File: src/rtl/reset_sequencer_pkg.sv
// Shared types and constants for the reset sequencer: FSM encoding, default timing, stage indices.
package reset_seq_pkg;

  typedef enum logic [1:0] {
    DELAY    = 2'd0,
    WAIT_RDY = 2'd1,
    DONE     = 2'd2
  } seq_state_e;

  localparam int unsigned DEF_STAGE_DELAY    = 1200;
  localparam int unsigned DEF_TIMEOUT_CYCLES = 120000;

  localparam int unsigned STG_ADC = 0;
  localparam int unsigned STG_BUF = 1;
  localparam int unsigned STG_VGA = 2;

  // Bits needed for a counter that runs 0 .. span-1, span being the longest interval it must time.
  function automatic int unsigned cnt_width(input int unsigned delay,
                                            input int unsigned timeout,
                                            input bit          timeout_en);
    int unsigned span;
    span = (timeout_en && timeout > delay) ? timeout : delay;
    return (span <= 1) ? 1 : $clog2(span);
  endfunction

endpackage

File: src/rtl/reset_sequencer_sync_2ff.sv
// Two-flop synchroniser bank for asynchronous level inputs; clears to 0 on async active-low reset.
module sync_2ff #(
  parameter int unsigned WIDTH = 1
) (
  input  logic             clk_i,
  input  logic             resetn_i,
  input  logic [WIDTH-1:0] d_i,
  output logic [WIDTH-1:0] q_o
);

  logic [WIDTH-1:0] meta_q;
  logic [WIDTH-1:0] sync_q;

  always_ff @(posedge clk_i or negedge resetn_i) begin
    if (!resetn_i) begin
      meta_q <= '0;
      sync_q <= '0;
    end else begin
      meta_q <= d_i;
      sync_q <= meta_q;
    end
  end

  assign q_o = sync_q;

endmodule

File: src/rtl/reset_sequencer.sv
// Releases per-domain resets in order with a programmable delay and a ready handshake per stage.
// Optional ready timeout with sticky flag is enabled by defining RESET_SEQ_TIMEOUT_EN.
module reset_sequencer
  import reset_seq_pkg::*;
#(
  parameter int unsigned N_STAGES       = 3,
  parameter int unsigned STAGE_DELAY    = DEF_STAGE_DELAY,
  parameter int unsigned TIMEOUT_CYCLES = DEF_TIMEOUT_CYCLES,
  parameter int unsigned CNT_W          = 17
) (
  input  logic                clk_i,
  input  logic                resetn_i,
  input  logic [N_STAGES-1:0] stage_ready_i,
  output logic [N_STAGES-1:0] stage_rstn_o,
  output logic [2:0]          stage_idx_o,
  output logic                seq_done_o,
  output logic                seq_timeout_o
);

`ifdef RESET_SEQ_TIMEOUT_EN
  localparam int unsigned CW = CNT_W;
  localparam logic [CW-1:0] TIMEOUT_LAST = CW'(TIMEOUT_CYCLES - 1);
`else
  localparam int unsigned CW_MIN = cnt_width(STAGE_DELAY, TIMEOUT_CYCLES, 1'b0);
  localparam int unsigned CW     = (CW_MIN < CNT_W) ? CW_MIN : CNT_W;
`endif
  localparam logic [CW-1:0] DELAY_LAST = CW'(STAGE_DELAY - 1);
  localparam logic [2:0]    IDX_LAST   = 3'(N_STAGES - 1);

  seq_state_e          state_q, state_d;
  logic [CW-1:0]       cnt_q, cnt_d;
  logic [2:0]          idx_q, idx_d;
  logic [N_STAGES-1:0] rstn_q, rstn_d;
  logic                done_q, done_d;
  logic [N_STAGES-1:0] rdy_sync;
  logic [N_STAGES-1:0] stage_sel;
  logic                stage_rdy;
  logic                stage_go;

  sync_2ff #(.WIDTH(N_STAGES)) u_rdy_sync (
    .clk_i    (clk_i),
    .resetn_i (resetn_i),
    .d_i      (stage_ready_i),
    .q_o      (rdy_sync)
  );

  assign stage_sel = N_STAGES'(1) << idx_q;
  assign stage_rdy = |(rdy_sync & stage_sel);

`ifdef RESET_SEQ_TIMEOUT_EN
  logic tout_q, tout_d;
`endif

  always_comb begin
    state_d  = state_q;
    cnt_d    = cnt_q;
    idx_d    = idx_q;
    rstn_d   = rstn_q;
    done_d   = done_q;
    stage_go = 1'b0;
`ifdef RESET_SEQ_TIMEOUT_EN
    tout_d   = tout_q;
`endif
    case (state_q)
      DELAY: begin
        if (cnt_q == DELAY_LAST) begin
          rstn_d  = rstn_q | stage_sel;
          cnt_d   = '0;
          state_d = WAIT_RDY;
        end else begin
          cnt_d = cnt_q + 1'b1;
        end
      end
      WAIT_RDY: begin
        stage_go = stage_rdy;
`ifdef RESET_SEQ_TIMEOUT_EN
        // Ready on the expiry cycle wins, so the flag is only raised when ready is absent.
        if (!stage_rdy) begin
          if (cnt_q == TIMEOUT_LAST) begin
            tout_d   = 1'b1;
            stage_go = 1'b1;
          end else begin
            cnt_d = cnt_q + 1'b1;
          end
        end
`endif
        if (stage_go) begin
          if (idx_q == IDX_LAST) begin
            state_d = DONE;
            done_d  = 1'b1;
          end else begin
            idx_d   = idx_q + 3'd1;
            cnt_d   = '0;
            state_d = DELAY;
          end
        end
      end
      default: begin
      end
    endcase
  end

  always_ff @(posedge clk_i or negedge resetn_i) begin
    if (!resetn_i) begin
      state_q <= DELAY;
      cnt_q   <= '0;
      idx_q   <= '0;
      rstn_q  <= '0;
      done_q  <= 1'b0;
    end else begin
      state_q <= state_d;
      cnt_q   <= cnt_d;
      idx_q   <= idx_d;
      rstn_q  <= rstn_d;
      done_q  <= done_d;
    end
  end

`ifdef RESET_SEQ_TIMEOUT_EN
  always_ff @(posedge clk_i or negedge resetn_i) begin
    if (!resetn_i) tout_q <= 1'b0;
    else           tout_q <= tout_d;
  end
  assign seq_timeout_o = tout_q;
`else
  assign seq_timeout_o = 1'b0;
`endif

  assign stage_rstn_o = rstn_q;
  assign stage_idx_o  = idx_q;
  assign seq_done_o   = done_q;

endmodule

File: config.mk
export PLATFORM = sky130hd
export DESIGN_NAME = reset_sequencer
export DESIGN_NICKNAME = d
export VERILOG_FILES = /design/src/rtl/reset_sequencer_pkg.sv /design/src/rtl/reset_sequencer_sync_2ff.sv /design/src/rtl/reset_sequencer.sv
export SDC_FILE = /design/constraint.sdc
export NUM_CORES = 1
export LEC_CHECK = 0
export CAP_MARGIN = 40
export CORE_MARGIN = 10
export CORE_UTILIZATION = 30
export CTS_CLUSTER_DIAMETER = 50
export DETAILED_ROUTE_END_ITERATION = 10
export DONT_BUFFER_PORTS = 1
export PLACE_DENSITY_LB_ADDON = 0.15
export SKIP_LAST_GASP = 1
export SYNTH_ARGS = -nofsm -noshare
export SYNTH_HDL_FRONTEND = slang
export SYNTH_HIERARCHICAL = 1
export SYNTH_SLANG_ARGS = --single-unit
File: constraint.sdc
create_clock -name clk_i -period 4.7 [get_ports clk_i]
set_input_delay 0.47 -clock clk_i [delete_from_list [all_inputs] [get_ports clk_i]]
set_output_delay 0.47 -clock clk_i [all_outputs]
set_load 0.02 [all_outputs]
Word level (Yosys, flattened, before mapping) --
Index checks and enable logic that the tools add are counted.
Cells by class: add/subtract/negate cells 2, equal/unequal tests 6, shift operators 1, muxes and demuxes 8, bitwise logic cells 3, reduce and logical (&&, ||, !) cells 8
Operators with widths (count):
- 2-to-1 mux 11 bit | 3
- one-hot mux 11 bit (2 select lines) | 1
- AND reduction 3 bit | 4
- adder 11 x 1 -> 11 bit (second input constant) | 1
- == test 11 bit (second input constant) | 1
- 2-to-1 mux 2 bit | 3
- != test 2 bit (second input constant) | 3
- one-hot mux 2 bit (2 select lines) | 1
- adder 3 x 1 -> 3 bit (second input constant) | 1
- AND 3 bit | 1
- == test 3 x 2 -> 1 bit (second input constant) | 1
- OR 3 bit | 1
- OR reduction 3 bit | 1
- left shift 1 x 3 -> 3 bit (first input constant) | 1
- == test 2 x 1 -> 1 bit (second input constant) | 1
- logical NOT 2 bit | 1
- AND reduction 2 bit | 1
- nonzero test 2 bit | 1
- NOT 1 bit | 1
Storage, ports and cells: bits in registers 26, word-level logic and storage cells 35

Depth between registers and ports, before layout --
Gate-level depths: netlist of run 1.
depth in word-level cells 5, gate-level depth with buffers 6

Modules after synthesis --
Netlist of run 1, hierarchy kept.
Modules (own cells, without submodules):
- reset_sequencer | times used 1, cells each 111, area each 1109.8 um^2
- sync_2ff | times used 1, cells each 6, area each 150.1 um^2

Worst setup path after synthesis of run 1 --
No wires, ideal clock.
kind register to register, from register idx_q[0], in the netlist stage_idx_o[0], to register cnt_q[9], library setup time 122 ps, arrival time 1698 ps, path slack 2881 ps, stages on the path, launching flop included 7, cells stage by stage dfrtp_1 -> inv_1 -> ha_1 -> a22o_1 -> a21oi_2 -> o31ai_1 -> a32o_1
On the way: cells in the longest elaborated chain, start to end 5
RTL lines:
- start: declaration | RTL line reset_sequencer.sv:32 | logic [2:0] idx_q, idx_d;
- start signal: assignment | RTL line reset_sequencer.sv:113 | idx_q <= idx_d;
- left shift 1 x 3 -> 3 bit | RTL line reset_sequencer.sv:47 | assign stage_sel = N_STAGES'(1) << idx_q;
- AND 3 bit | RTL line reset_sequencer.sv:48 | assign stage_rdy = |(rdy_sync & stage_sel);
- OR reduction 3 bit | RTL line reset_sequencer.sv:48
- != test 2 bit (no line)
- AND reduction 3 bit (no line) (*)
- end signal: assignment | RTL line reset_sequencer.sv:112 | cnt_q <= cnt_d;
- end: declaration | RTL line reset_sequencer.sv:31 | logic [CW-1:0] cnt_q, cnt_d;
Mark *: on every way between the ends. The rest lies on a longest branch, timed or not. A chain may end at the register's enable or synchronous reset.

Worst setup path after layout of run 1 --
from register cnt_q[0], to register rstn_q[1], in the netlist stage_rstn_o[1]
On the way: cells in the longest elaborated chain, start to end 2
RTL lines:
- == test 11 bit | RTL line reset_sequencer.sv:66 | if (cnt_q == DELAY_LAST) begin
- AND reduction 2 bit (no line)
- end signal: assignment | RTL line reset_sequencer.sv:114 | rstn_q <= rstn_d;
- end: declaration | RTL line reset_sequencer.sv:33 | logic [N_STAGES-1:0] rstn_q, rstn_d;
Every way passes these cells.

==> flow_summary.rst, run 1 <==
.. list-table::
   :header-rows: 1

   * - Metric
     - Value
   * - Global-route usage over all layers
     - 7.87%
   * - Post-layout nets
     - 128
   * - Place WS
     - 2.59 ns
   * - Upper clock frequency limit
     - 0.476 GHz
   * - Endpoint of the most critical setup path
     - stage_rstn_o[1]
   * - Final Worst Setup Slack
     - 2.60 ns
   * - Area grow syn2layout
     - 9.73%
   * - Synth Area in XOR/XNOR
     - 0.695%
   * - Longest Clk Path Bufs
     - 2
   * - Width of the die
     - 84.8 um
   * - Setup repair after global routing missed its margin
     - false
   * - Count of placed standard cells including taps
     - 161
   * - Reg-to-Reg End
     - stage_rstn_o[1]
   * - Critical path startpoint
     - cnt_q[0]
   * - Worst flop-to-flop path startpoint
     - cnt_q[0]
   * - Number of I/O pins
     - 13
   * - Cell row count
     - 23
   * - Synthesized net count
     - 127
   * - Netlist Area Pre-Place
     - 1260 um^2
   * - Clock latency of the later-clocked register in the worst-skew pair
     - 0.28 ns
   * - Largest family of logic cells by synthesized area
     - compound AO/OA/AOI/OAI gates
   * - Post-Synthesis Mean Instance Area
     - 10.8 um^2
   * - Proportion of synthesized flip-flops having asynchronous set or reset
     - 100%
   * - Number of enable flip-flop cells after synthesis
     - 0
   * - Final number of setup-violating endpoints
     - 0
   * - Leakage power summed over all cells
     - 0.000617 uW
   * - Clock buffers created by TritonCTS
     - 3
   * - Clock root buffer
     - sky130_fd_sc_hd__clkbuf_8
   * - Total DRC errors in the routed layout
     - 0
   * - Maximum number of pins on one net before global-route repair
     - 27
   * - Mux share of post-synthesis cell area
     - 0.794%
   * - Final TNS setup
     - 0 ns
   * - DPL Wire Length
     - 1.89 mm
   * - Leading post-synthesis cells by cell area
     - sky130_fd_sc_hd__dfrtp_1 52%, sky130_fd_sc_hd__ha_1 5.0%, sky130_fd_sc_hd__nand2_1 2.7%
   * - Vias in the first global route
     - 984
   * - Critical path launch point type
     - flip-flop
   * - Element type at the critical path end
     - flip-flop
   * - Seq cells post-synth
     - 26
   * - Setup Skew
     - 0.00657 ns
   * - Total of warnings raised by yosys
     - 6
   * - Number of antenna violations at the first check in global routing
     - 0
   * - CP Data Required Time
     - 4.92 ns
   * - Ratio of cells with drive above 1 in the final layout
     - 9.40%
   * - Slack of the worst reg-to-reg path
     - 2.60 ns
   * - N_diodes
     - 0
   * - Compound-Gate Fraction of Synth Area
     - 20.6%
   * - Adder-cell share of the synthesized area
     - 4.97%
   * - Peak VDD IR
     - 0.000180 V
   * - Final RePlAce weighted congestion
     - 0.809
   * - Final worst path period share
     - 44.7%
   * - Final Util
     - 34.3%
   * - Die Ht
     - 84.8 um
   * - Port buffer count
     - 0
   * - Share of Yosys cell area claimed by the top area cell type
     - 51.6%
   * - Main flop type after synthesis
     - sky130_fd_sc_hd__dfrtp_1
   * - Post-synthesis simple-gate area fraction
     - 16.3%
   * - Number of iterations in the first detailed-routing pass
     - 4
   * - Final hold viol count
     - 0
   * - Synth top cells by count
     - 26 x sky130_fd_sc_hd__dfrtp_1, 9 x sky130_fd_sc_hd__nand2_1, 5 x sky130_fd_sc_hd__ha_1, 5 x sky130_fd_sc_hd__inv_1, 5 x sky130_fd_sc_hd__nor2_1
   * - Number of maximum-capacitance constraint violations
     - 0
   * - # Post-CTS Setup Buffers
     - 0
   * - Min cycle time layout
     - 2.10 ns
   * - Core Footprint
     - 4030 um^2
   * - Wire length of the first global-routing pass
     - 4.71 mm
   * - Starting utilization of the core area
     - 31.3%
   * - Crit path DAT
     - 2.32 ns
   * - Number of cells on the worst reg-to-reg path
     - 5
   * - Number of fill cells in the layout
     - 426
   * - Library cell with the largest summed area after synthesis
     - sky130_fd_sc_hd__dfrtp_1
   * - Post-layout power
     - 425 uW
   * - Initial DRC count
     - 85
   * - Via/cell ratio
     - 5.55
   * - Sequential fraction of the synthesis area
     - 51.6%
   * - Number of pins with negative max-slew slack in the final report
     - 0
   * - Routed wire length
     - 2.57 mm
   * - Cell with the most instances after synthesis
     - sky130_fd_sc_hd__dfrtp_1
   * - Power density normalized to cell area
     - 308 nW/um^2
   * - Clock edge transition at the registers on the reported setup and hold paths
     - 0.10 ns
   * - Depth of the CTS H-tree
     - 1
   * - Cell variety after synth
     - 39
   * - Delay of the slowest cell on the worst path
     - 0.50 ns
   * - Worst Path Class, Setup
     - flip-flop to flip-flop
   * - GR Overflow Total
     - 0
   * - Number of cells produced by synthesis
     - 117
   * - Via count of the routed design
     - 927
   * - Result of the run
     - finished, final reports clean
   * - Clock tree from TritonCTS
     - built
   * - Per-cell routed wire length
     - 15.4 um
   * - CP Cell Sequence
     - ha_1, and4_2, nand4_1, nor4_1, a21o_1
   * - Number of clock sinks
     - 26
   * - Count of antenna-violating nets left after detailed routing
     - 0
   * - Full die area
     - 7190 um^2
   * - Kind of path behind the tightest hold check
     - primary input to flip-flop
   * - Slowest cell on the critical path
     - sky130_fd_sc_hd__nor4_1
   * - Largest fanout on the critical path
     - 12
   * - Final standard cell count with taps included and fillers excluded
     - 167
## worst min-delay path by stage
stage | from | to | cells after the start
5_1_grt | stage_ready_i[0] | u_rdy_sync/meta_q[0] | 0
6_report | stage_ready_i[0] | u_rdy_sync/meta_q[0] | 0
3_5_place_dp | resetn_i | cnt_q[4] | 0
2_1_floorplan | resetn_i | cnt_q[0] | 0
4_1_cts | stage_ready_i[0] | u_rdy_sync/meta_q[0] | 0
3_3_place_gp | resetn_i | cnt_q[2] | 0
## power by group
part | internal [uW] | total [uW] | leakage, uW | switching [uW]
Sequential | 226 | 227 | 0.000335 | 0.757
Clock | 114 | 190 | 0.0000357 | 75.9
Combinational | 2.77 | 8.70 | 0.000246 | 5.94
## per-layer routing
metal | up-vias | track usage (%) | share of wire (%) | wire length [um]
met5 | - | 0 | 0 | 0
met3 | 4 | 4.25 | 9.5 | 243
met2 | 34 | 12.6 | 46 | 1180
li1 | 438 | - | - | -
met4 | 0 | 2.69 | 1.3 | 33
met1 | 451 | 8.71 | 43 | 1110
## cell usage in the layout, fill, tap and decap left out, drive strengths merged, types with 2 or more instances in the layout
cell     netlist  routed
nand3          4       4
ha             5       5
nand2          9       9
o31ai          3       3
a21o           5       5
clkbuf         3       3
or2            2       2
o22ai          2       2
o2bb2ai        2       2
o41ai          2       2
a32o           3       3
nand2b         4       4
nand4          3       3
and4           2       2
nor3           2       2
or3            4       4
nor2           5       5
a31oi          4       4
dfrtp         26      26
o21ai          4       4
a311oi         2       2
inv            5       5
nor4           2       2
a21oi          3       3
## critical path: cells and delay by family, from the launching register on
kind	cells	cell delay, ns
flops	1	0.43
compound gates	1	0.19
simple gates	3	1.18
fa+ha+maj	1	0.25
## kinds of logic after synthesis
kind of cell | count (synthesis)
AO/OA/AOI/OAI | 34
XOR/XNOR | 1
adder cells (fa/ha/maj) | 5
buffers and inverters | 11
flip-flops | 26
multiplexers | 1
other | 1
AND/OR/NAND/NOR | 38
## registers in the layout, indices dropped and copies added (netlist names)
| register | flops |
|---|---|
| u_rdy_sync/meta_q | 3 |
| stage_rstn_o | 3 |
| cnt_q | 11 |
| u_rdy_sync/q_o | 3 |
| stage_idx_o | 3 |
| state_q | 2 |
| seq_done_o | 1 |
## layout make-up
| class | instances | area [um^2] | area share, % |
|---|---|---|---|
| clock inverter | 1 | 30.0 | 2.17 |
| clock buffer | 3 | 41.3 | 2.99 |
| sequential | 26 | 651 | 47.1 |
| timing repair buffer | 2 | 30.0 | 2.17 |
| tap | 50 | 62.6 | 4.52 |
| multi-input combinational | 80 | 549 | 39.7 |
| inverter | 5 | 18.8 | 1.36 |
## stage by stage
stage                     hold WS [ns]  cell area (um^2)
after floorplan                  0.174              1260
after global placement           0.176              1280
after detailed placement         0.176              1280
after CTS                        0.200              1380
after global routing             0.187              1380
final                            0.215              1380
## repair_timing
item | CTS | global route
gates resized for setup | 0 | 0
hold buffers | 2 | 0
endpoints found under the hold margin | 26 | 0
Note: power is estimated with default switching activity, not from simulation.
==> run 2: changes to the inputs <==
ABC_AREA = 1   (was unset)
clock period = 2 ns   (was 4.7 ns; I/O delays follow)
==> run 2 against run 1 <==
  * Critical path depth rose by 4
  * Design area rose by 16%
  * Critical path type unchanged
  * Count of clock-buffer cells in the layout did not move
==> flow_summary.rst, run 2 <==
.. list-table::
   :header-rows: 1

   * - Metric
     - Value
   * - Result of the run
     - finished, final reports clean
   * - DPL Wire Length
     - 2.24 mm (+19%)
   * - Seq cells post-synth
     - 26 (unchanged)
   * - Worst Path Class, Setup
     - flip-flop to flip-flop
   * - Area occupied by registers
     - 651 um^2 (unchanged)
   * - Depth of the CTS H-tree
     - 1 (unchanged)
   * - Area grow syn2layout
     - 11.2%
   * - Cell row count
     - 25 (+8.7%)
   * - Synth top cells by count
     - 53 x sky130_fd_sc_hd__nand2_1, 26 x sky130_fd_sc_hd__dfrtp_1, 26 x sky130_fd_sc_hd__inv_1
   * - Final TNS setup
     - 0 ns (unchanged)
   * - Longest Clk Path Bufs
     - 2 (unchanged)
   * - Full die area
     - 8000 um^2 (+11%)
   * - Clock buffers created by TritonCTS
     - 3 (unchanged)
   * - Main flop type after synthesis
     - sky130_fd_sc_hd__dfrtp_1
   * - Total of warnings raised by yosys
     - 6 (unchanged)
   * - Number of antenna violations at the first check in global routing
     - 0 (unchanged)
   * - Library cell with the largest summed area after synthesis
     - sky130_fd_sc_hd__dfrtp_1
   * - Synthesized net count
     - 197 (+55%)
   * - Total DRC errors in the routed layout
     - 0 (unchanged)
   * - Initial DRC count
     - 86 (+1.2%)
   * - Maximum number of pins on one net before global-route repair
     - 27 (unchanged)
   * - Count of placed standard cells including taps
     - 236 (+47%)
   * - Via/cell ratio
     - 4.59 (-17%)
   * - Cell variety after synth
     - 25 (-36%)
   * - Wire length of the first global-routing pass
     - 5.15 mm (+9.4%)
   * - Vias in the first global route
     - 1154 (+17%)
   * - Number of I/O pins
     - 13 (unchanged)
   * - Final RePlAce weighted congestion
     - 0.812 (+0.40%)
   * - Kind of path behind the tightest hold check
     - primary input to asynchronous set/reset pin
   * - Reg-to-Reg End
     - cnt_q[1]
   * - Min cycle time layout
     - 1.75 ns (-0.352 ns)
   * - Resized cells post-CTS
     - 0 (unchanged)
   * - Post-Synthesis Mean Instance Area
     - 7.73 um^2 (-28%)
   * - Number of clock sinks
     - 26 (unchanged)
   * - Number of enable flip-flop cells after synthesis
     - 0 (unchanged)
   * - Routed wire length
     - 3.00 mm (+17%)
   * - Clock edge transition at the registers on the reported setup and hold paths
     - 0.09 ns (about the same)
   * - Die Ht
     - 89.4 um (+5.5%)
   * - Power density normalized to cell area
     - 621 nW/um^2 (+100%)
   * - Global-route usage over all layers
     - 8.15% (+0.28 points)
   * - Leading cell types in the layout, fill and taps excluded
     - 53 x sky130_fd_sc_hd__nand2_1, 26 x sky130_fd_sc_hd__inv_1, 26 x sky130_fd_sc_hd__dfrtp_1
   * - Slack of the worst reg-to-reg path
     - 0.25 ns (-2.35 ns)
   * - GR Overflow Total
     - 0 (unchanged)
   * - N_diodes
     - 0 (unchanged)
   * - Clock latency of the later-clocked register in the worst-skew pair
     - 0.27 ns (about the same)
   * - Peak VDD IR
     - 0.000218 V (+21%)
   * - Crit path DAT
     - 1.90 ns (-0.42 ns)
   * - Cell with the most instances after synthesis
     - sky130_fd_sc_hd__nand2_1
   * - Finished Cell Area
     - 1610 um^2 (+16%)
   * - Post-layout nets
     - 202 (+58%)
   * - Clock root buffer
     - sky130_fd_sc_hd__clkbuf_8
   * - Number of fill cells in the layout
     - 523 (+23%)
   * - Critical path launch point type
     - flip-flop
   * - Upper clock frequency limit
     - 0.572 GHz (+20%)
   * - Number of iterations in the first detailed-routing pass
     - 4 (unchanged)
   * - Largest fanout on the critical path
     - 14 (+2)
   * - Per-cell routed wire length
     - 12.3 um (-20%)
   * - Footprint of the multi-input gates
     - 648 um^2 (+18%)
   * - Starting utilization of the core area
     - 30.8% (-0.45 points)
   * - Number of cells on the worst reg-to-reg path
     - 9 (+4)
   * - Element type at the critical path end
     - flip-flop
   * - Largest reg by FF count
     - cnt_q
   * - Number of pins with negative max-slew slack in the final report
     - 0 (unchanged)
   * - Setup repair after global routing missed its margin
     - false
   * - Width of the die
     - 89.4 um (+5.5%)
   * - Final number of setup-violating endpoints
     - 0 (unchanged)
   * - Final hold viol count
     - 0 (unchanged)
   * - Port buffer count
     - 0 (unchanged)
   * - Final standard cell count with taps included and fillers excluded
     - 245 (+47%)
   * - Share of Yosys cell area claimed by the top area cell type
     - 45.0% (-6.7 points)
   * - Number of maximum-capacitance constraint violations
     - 0 (unchanged)
   * - Flip-flop count of the largest register, all copies and words added
     - 11 (unchanged)
   * - CP Data Required Time
     - 2.16 ns (-2.76 ns)
   * - Area after detailed placement
     - 1480 um^2 (+15%)
   * - Sequential fraction of the synthesis area
     - 45.0% (-6.7 points)
   * - Leading cell type in the layout, fill and taps excluded
     - sky130_fd_sc_hd__nand2_1
   * - Clock tree from TritonCTS
     - built
   * - Leading post-synthesis cells by cell area
     - sky130_fd_sc_hd__dfrtp_1 45%, sky130_fd_sc_hd__nand2_1 14%, sky130_fd_sc_hd__inv_1 6.7%
   * - Count of antenna-violating nets left after detailed routing
     - 0 (unchanged)
   * - Number of cells produced by synthesis
     - 187 (+60%)
   * - Final worst path period share
     - 87.4% (+43 points)
   * - Leakage power summed over all cells
     - 0.000824 uW (+34%)
   * - Netlist Area Pre-Place
     - 1450 um^2 (+15%)
   * - Core Footprint
     - 4690 um^2 (+16%)
   * - Ratio of cells with drive above 1 in the final layout
     - 9.42% (+0.022 points)
   * - Via count of the routed design
     - 1125 (+21%)
   * - Worst flop-to-flop path startpoint
     - stage_idx_o[0]
   * - Proportion of synthesized flip-flops having asynchronous set or reset
     - 100% (unchanged)
   * - Setup Skew
     - 0.00102 ns (-0.00554 ns)
-- run 2: worst max path at each step --
stage                    from        to
5_1_grt        stage_idx_o[0]  cnt_q[4]
4_1_cts        stage_idx_o[0]  cnt_q[1]
3_5_place_dp   stage_idx_o[0]  cnt_q[4]
3_3_place_gp   stage_idx_o[0]  cnt_q[4]
2_1_floorplan  stage_idx_o[0]  cnt_q[4]
6_report       stage_idx_o[0]  cnt_q[1]
-- run 2: critical path, stage by stage (launching register included) --
cell                      delay (ns)
sky130_fd_sc_hd__dfrtp_1        0.50
sky130_fd_sc_hd__inv_1          0.16
sky130_fd_sc_hd__ha_1           0.18
sky130_fd_sc_hd__inv_1          0.04
sky130_fd_sc_hd__nor2_1         0.22
sky130_fd_sc_hd__nor2_1         0.11
sky130_fd_sc_hd__nand2_2        0.10
sky130_fd_sc_hd__nand2_4        0.08
sky130_fd_sc_hd__inv_4          0.14
sky130_fd_sc_hd__o21ai_0        0.11
-- run 2: final cells by class --
cell class	instances	area share, %
clock inverters	1	1.87
well taps	54	4.20
repair buffers	5	3.73
multi-input cells	127	40.3
clock buffers	3	2.57
inverters	29	6.92
flip-flops and latches	26	40.4
-- run 2: logic make-up after synthesis --
group	Yosys count	share of synthesized area, %
AOI/OAI and AO/OA	10	4.50
and+or+nand+nor	107	33.3
adders and majority gates	5	4.33
buffers and inverters	34	10.2
xor gates and xnor gates	4	2.42
other	1	0.259
DFF	26	45.0
-- run 2: repair_timing --
item | 4_1_cts | 5_1_grt
hold buffers | 5 | 0
hold endpoints to repair | 29 | 0
setup buffers | 0 | 0
-- run 2: power by group --
group	internal [uW]	total, uW	switching (uW)	leakage, uW
Combinational	10.3	26.1	15.8	0.000453
Sequential	531	533	1.63	0.000335
Clock	268	440	172	0.0000357
-- run 2: metrics by stage --
step / hold WS [ns] / setup slack [ns] / total power [uW] / utilization (%)
finish: 0.350 / 0.253 / 999 / 34.3
global route: 0.363 / 0.0177 / 1040 / 34.3
CTS: 0.345 / 0.251 / 1020 / 34.3
detailed placement: -0.0943 / 0.271 / 549 / 31.5
global placement: -0.0945 / 0.302 / 549 / 31.5
floorplan: -0.0956 / 0.372 / 549 / -
-- run 2: routing by layer --
metal  vias to the layer above  GRT usage (%)  part of all wire [%]
li1                        584              -                     -
met1                       525           10.5                    50
met2                        14           12.5                    45
met3                         2           2.01                   4.2
met4                         0           3.61                  0.83
met5                         -              0                     0
==> run 3: changes to the inputs <==
SETUP_SLACK_MARGIN = 0.5   (was unset)
TNS_END_PERCENT = 5   (was unset)
==> run 3 against run 2 <==
  * Worst setup slack better by 0.23 ns
  * Utilization is 3.2 points higher
  * Global-route usage is essentially flat
  * Register-to-register slack improved by 0.23 ns
  * Sequential cell count unchanged
  * Critical path type unchanged
  * Largest cell class is now multi-input gates
  * Highest routed layer unchanged
==> flow_summary.rst, run 3 (synthesis results as in run 2) <==
.. list-table::
   :header-rows: 1

   * - Metric
     - Value
   * - Area after detailed placement
     - 1480 um^2 (+0.17%)
   * - Power share of the clock group
     - 43.5% (-0.5 points)
   * - Final worst path period share
     - 76.0% (-11 points)
   * - Routed wire length
     - 3.01 mm (about the same)
   * - Element type at the critical path end
     - flip-flop
   * - Post-layout nets
     - 210 (+4.0%)
   * - Kind of path behind the tightest hold check
     - primary input to asynchronous set/reset pin
   * - Longest Clk Path Bufs
     - 2 (unchanged)
   * - Number of antenna violations at the first check in global routing
     - 0 (unchanged)
   * - Clock edge transition at the registers on the reported setup and hold paths
     - 0.09 ns (about the same)
   * - Area grow syn2layout
     - 21.7%
   * - Sequential group share of total power
     - 53.3% (about the same)
   * - Full die area
     - 8000 um^2 (unchanged)
   * - Clock buffers created by TritonCTS
     - 3 (unchanged)
   * - Clock latency of the later-clocked register in the worst-skew pair
     - 0.27 ns (about the same)
   * - CP Data Required Time
     - 2.17 ns (about the same)
   * - Initial DRC count
     - 78 (-9.3%)
   * - Final hold viol count
     - 0 (unchanged)
   * - Worst Path Class, Setup
     - flip-flop to flip-flop
   * - Crit path DAT
     - 1.69 ns (-0.21 ns)
   * - Count of antenna-violating nets left after detailed routing
     - 0 (unchanged)
   * - Switching share of total power
     - 18.6% (-0.35 points)
   * - Largest fanout on the critical path
     - 6 (-8)
   * - Number of fill cells in the layout
     - 482 (-7.8%)
   * - Port buffer count
     - 0 (unchanged)
   * - Total DRC errors in the routed layout
     - 0 (unchanged)
   * - Cell row count
     - 25 (unchanged)
   * - Via/cell ratio
     - 4.53 (-1.4%)
   * - Starting utilization of the core area
     - 30.8% (unchanged)
   * - Maximum number of pins on one net before global-route repair
     - 27 (unchanged)
   * - Power density normalized to cell area
     - 568 nW/um^2 (-8.5%)
   * - Number of iterations in the first detailed-routing pass
     - 4 (unchanged)
   * - Result of the run
     - finished, final reports clean
   * - GR Overflow Total
     - 0 (unchanged)
   * - Per-cell routed wire length
     - 11.9 um (-3.1%)
   * - Finished Cell Area
     - 1760 um^2 (+9.4%)
   * - Number of clock sinks
     - 26 (unchanged)
   * - Flip-flop count of the largest register, all copies and words added
     - 11 (unchanged)
   * - Leakage power summed over all cells
     - 0.000864 uW (+4.9%)
   * - Worst hold slack across all endpoints
     - 0.343 ns (-0.00611 ns)
   * - Leading cell types in the layout, fill and taps excluded
     - 51 x sky130_fd_sc_hd__nand2_1, 23 x sky130_fd_sc_hd__inv_1, 23 x sky130_fd_sc_hd__dfrtp_1
   * - Switching power summed over all nets
     - 186 uW (-1.7%)
   * - Internal power
     - 814 uW (+0.57%)
   * - Clock tree from TritonCTS
     - built
   * - Global-route usage over all layers
     - 8.17% (+0.022 points)
   * - Core Footprint
     - 4690 um^2 (unchanged)
   * - Final TNS setup
     - 0 ns (unchanged)
   * - Peak VDD IR
     - 0.000330 V (+51%)
   * - DPL Wire Length
     - 2.25 mm (+0.29%)
   * - Width of the die
     - 89.4 um (unchanged)
   * - Final RePlAce weighted congestion
     - 0.858 (+5.7%)
   * - Die Ht
     - 89.4 um (unchanged)
   * - Wire length of the first global-routing pass
     - 5.20 mm (+0.80%)
   * - Setup repair after global routing missed its margin
     - true
   * - Leading cell type in the layout, fill and taps excluded
     - sky130_fd_sc_hd__nand2_1
   * - Min cycle time layout
     - 1.52 ns (-0.228 ns)
   * - Critical path launch point type
     - flip-flop
   * - Clock root buffer
     - sky130_fd_sc_hd__clkbuf_8
   * - Largest reg by FF count
     - cnt_q
   * - N_diodes
     - 0 (unchanged)
   * - Ratio of cells with drive above 1 in the final layout
     - 21.6% (+12 points)
   * - Via count of the routed design
     - 1146 (+1.9%)
   * - Number of pins with negative max-slew slack in the final report
     - 0 (unchanged)
   * - Combinational Power Share
     - 3.2% (+0.6 points)
   * - Depth of the CTS H-tree
     - 1 (unchanged)
   * - Vias in the first global route
     - 1129 (-2.2%)
   * - Setup Skew
     - 0.00672 ns (+0.00570 ns)
   * - Number of I/O pins
     - 13 (unchanged)
   * - Final number of setup-violating endpoints
     - 0 (unchanged)
   * - Number of maximum-capacitance constraint violations
     - 0 (unchanged)
   * - Upper clock frequency limit
     - 0.658 GHz (+15%)
run 3: worst max-delay path: stages (launching register included):
cell                      delay, ns
sky130_fd_sc_hd__dfrtp_2       0.49
sky130_fd_sc_hd__inv_2         0.09
sky130_fd_sc_hd__ha_4          0.16
sky130_fd_sc_hd__inv_2         0.06
sky130_fd_sc_hd__nor2_4        0.04
sky130_fd_sc_hd__nand2_2       0.09
sky130_fd_sc_hd__nand3_2       0.09
sky130_fd_sc_hd__nand2_2       0.10
sky130_fd_sc_hd__nand2_4       0.09
sky130_fd_sc_hd__buf_6         0.13
sky130_fd_sc_hd__nand2_1       0.05
sky130_fd_sc_hd__nand2_1       0.04
run 3: stage by stage:
| stage | power [uW] | std cells | setup WS, ns | utilization [%] |
|---|---|---|---|---|
| after global placement | 549 | 236 | 0.333 | 31.5 |
| after global routing | 1040 | 253 | 0.382 | 37.5 |
| after floorplan | 549 | 187 | 0.469 | - |
| after CTS | 1010 | 249 | 0.438 | 35.7 |
| final | 1000 | 253 | 0.480 | 37.5 |
| after detailed placement | 549 | 236 | 0.324 | 31.5 |
run 3: path summary, 6_finish.rpt:
check	startpoint	end	slack, ns	depth (start not counted)
setup / recovery	stage_idx_o[1]	cnt_q[8]	0.48	11
hold / removal	resetn_i	seq_done_o	0.34	2
setup reg to reg	stage_idx_o[1]	cnt_q[8]	0.48	11
hold reg to reg	u_rdy_sync/meta_q[1]	u_rdy_sync/q_o[1]	0.35	0
max in group asynchronous	resetn_i	cnt_q[0]	1.48	2
min in group clk_i	u_rdy_sync/meta_q[1]	u_rdy_sync/q_o[1]	0.35	0
run 3: repair_timing:
item / 4_1_cts / 5_1_grt
hold buffers: 5 / 0
resized for setup: 12 / 13
setup endpoints to repair: 17 / 20
pin swaps: 7 / 10
endpoints found under the hold margin: 29 / 0
gates cloned: 0 / 0
buffers inserted: 4 / 4
run 3: layout make-up:
type,count,area (um^2),area share [%]
clock inverter,1,30.0,1.71
inverter,29,119,6.75
tap,54,67.6,3.84
clock buffer,3,41.3,2.35
multi-input combinational,127,721,40.9
timing repair buffer,13,128,7.25
sequential,26,654,37.2
run 3: power groups by stage:
stage / Combinational [uW] / Clock, uW / Sequential [uW]
after global routing: 35.2 / 469 / 535
final: 31.5 / 435 / 533
after floorplan: 6.46 / 0 / 543
after global placement: 5.16 / 0 / 544
after detailed placement: 5.29 / 0 / 544
after CTS: 29.8 / 449 / 533
run 3: layer usage:
layer	GRT usage (%)	part of all wire, %
met5	0	0
met4	2.60	1.6
met3	2.46	4.0
met2	12.5	46
met1	10.6	49
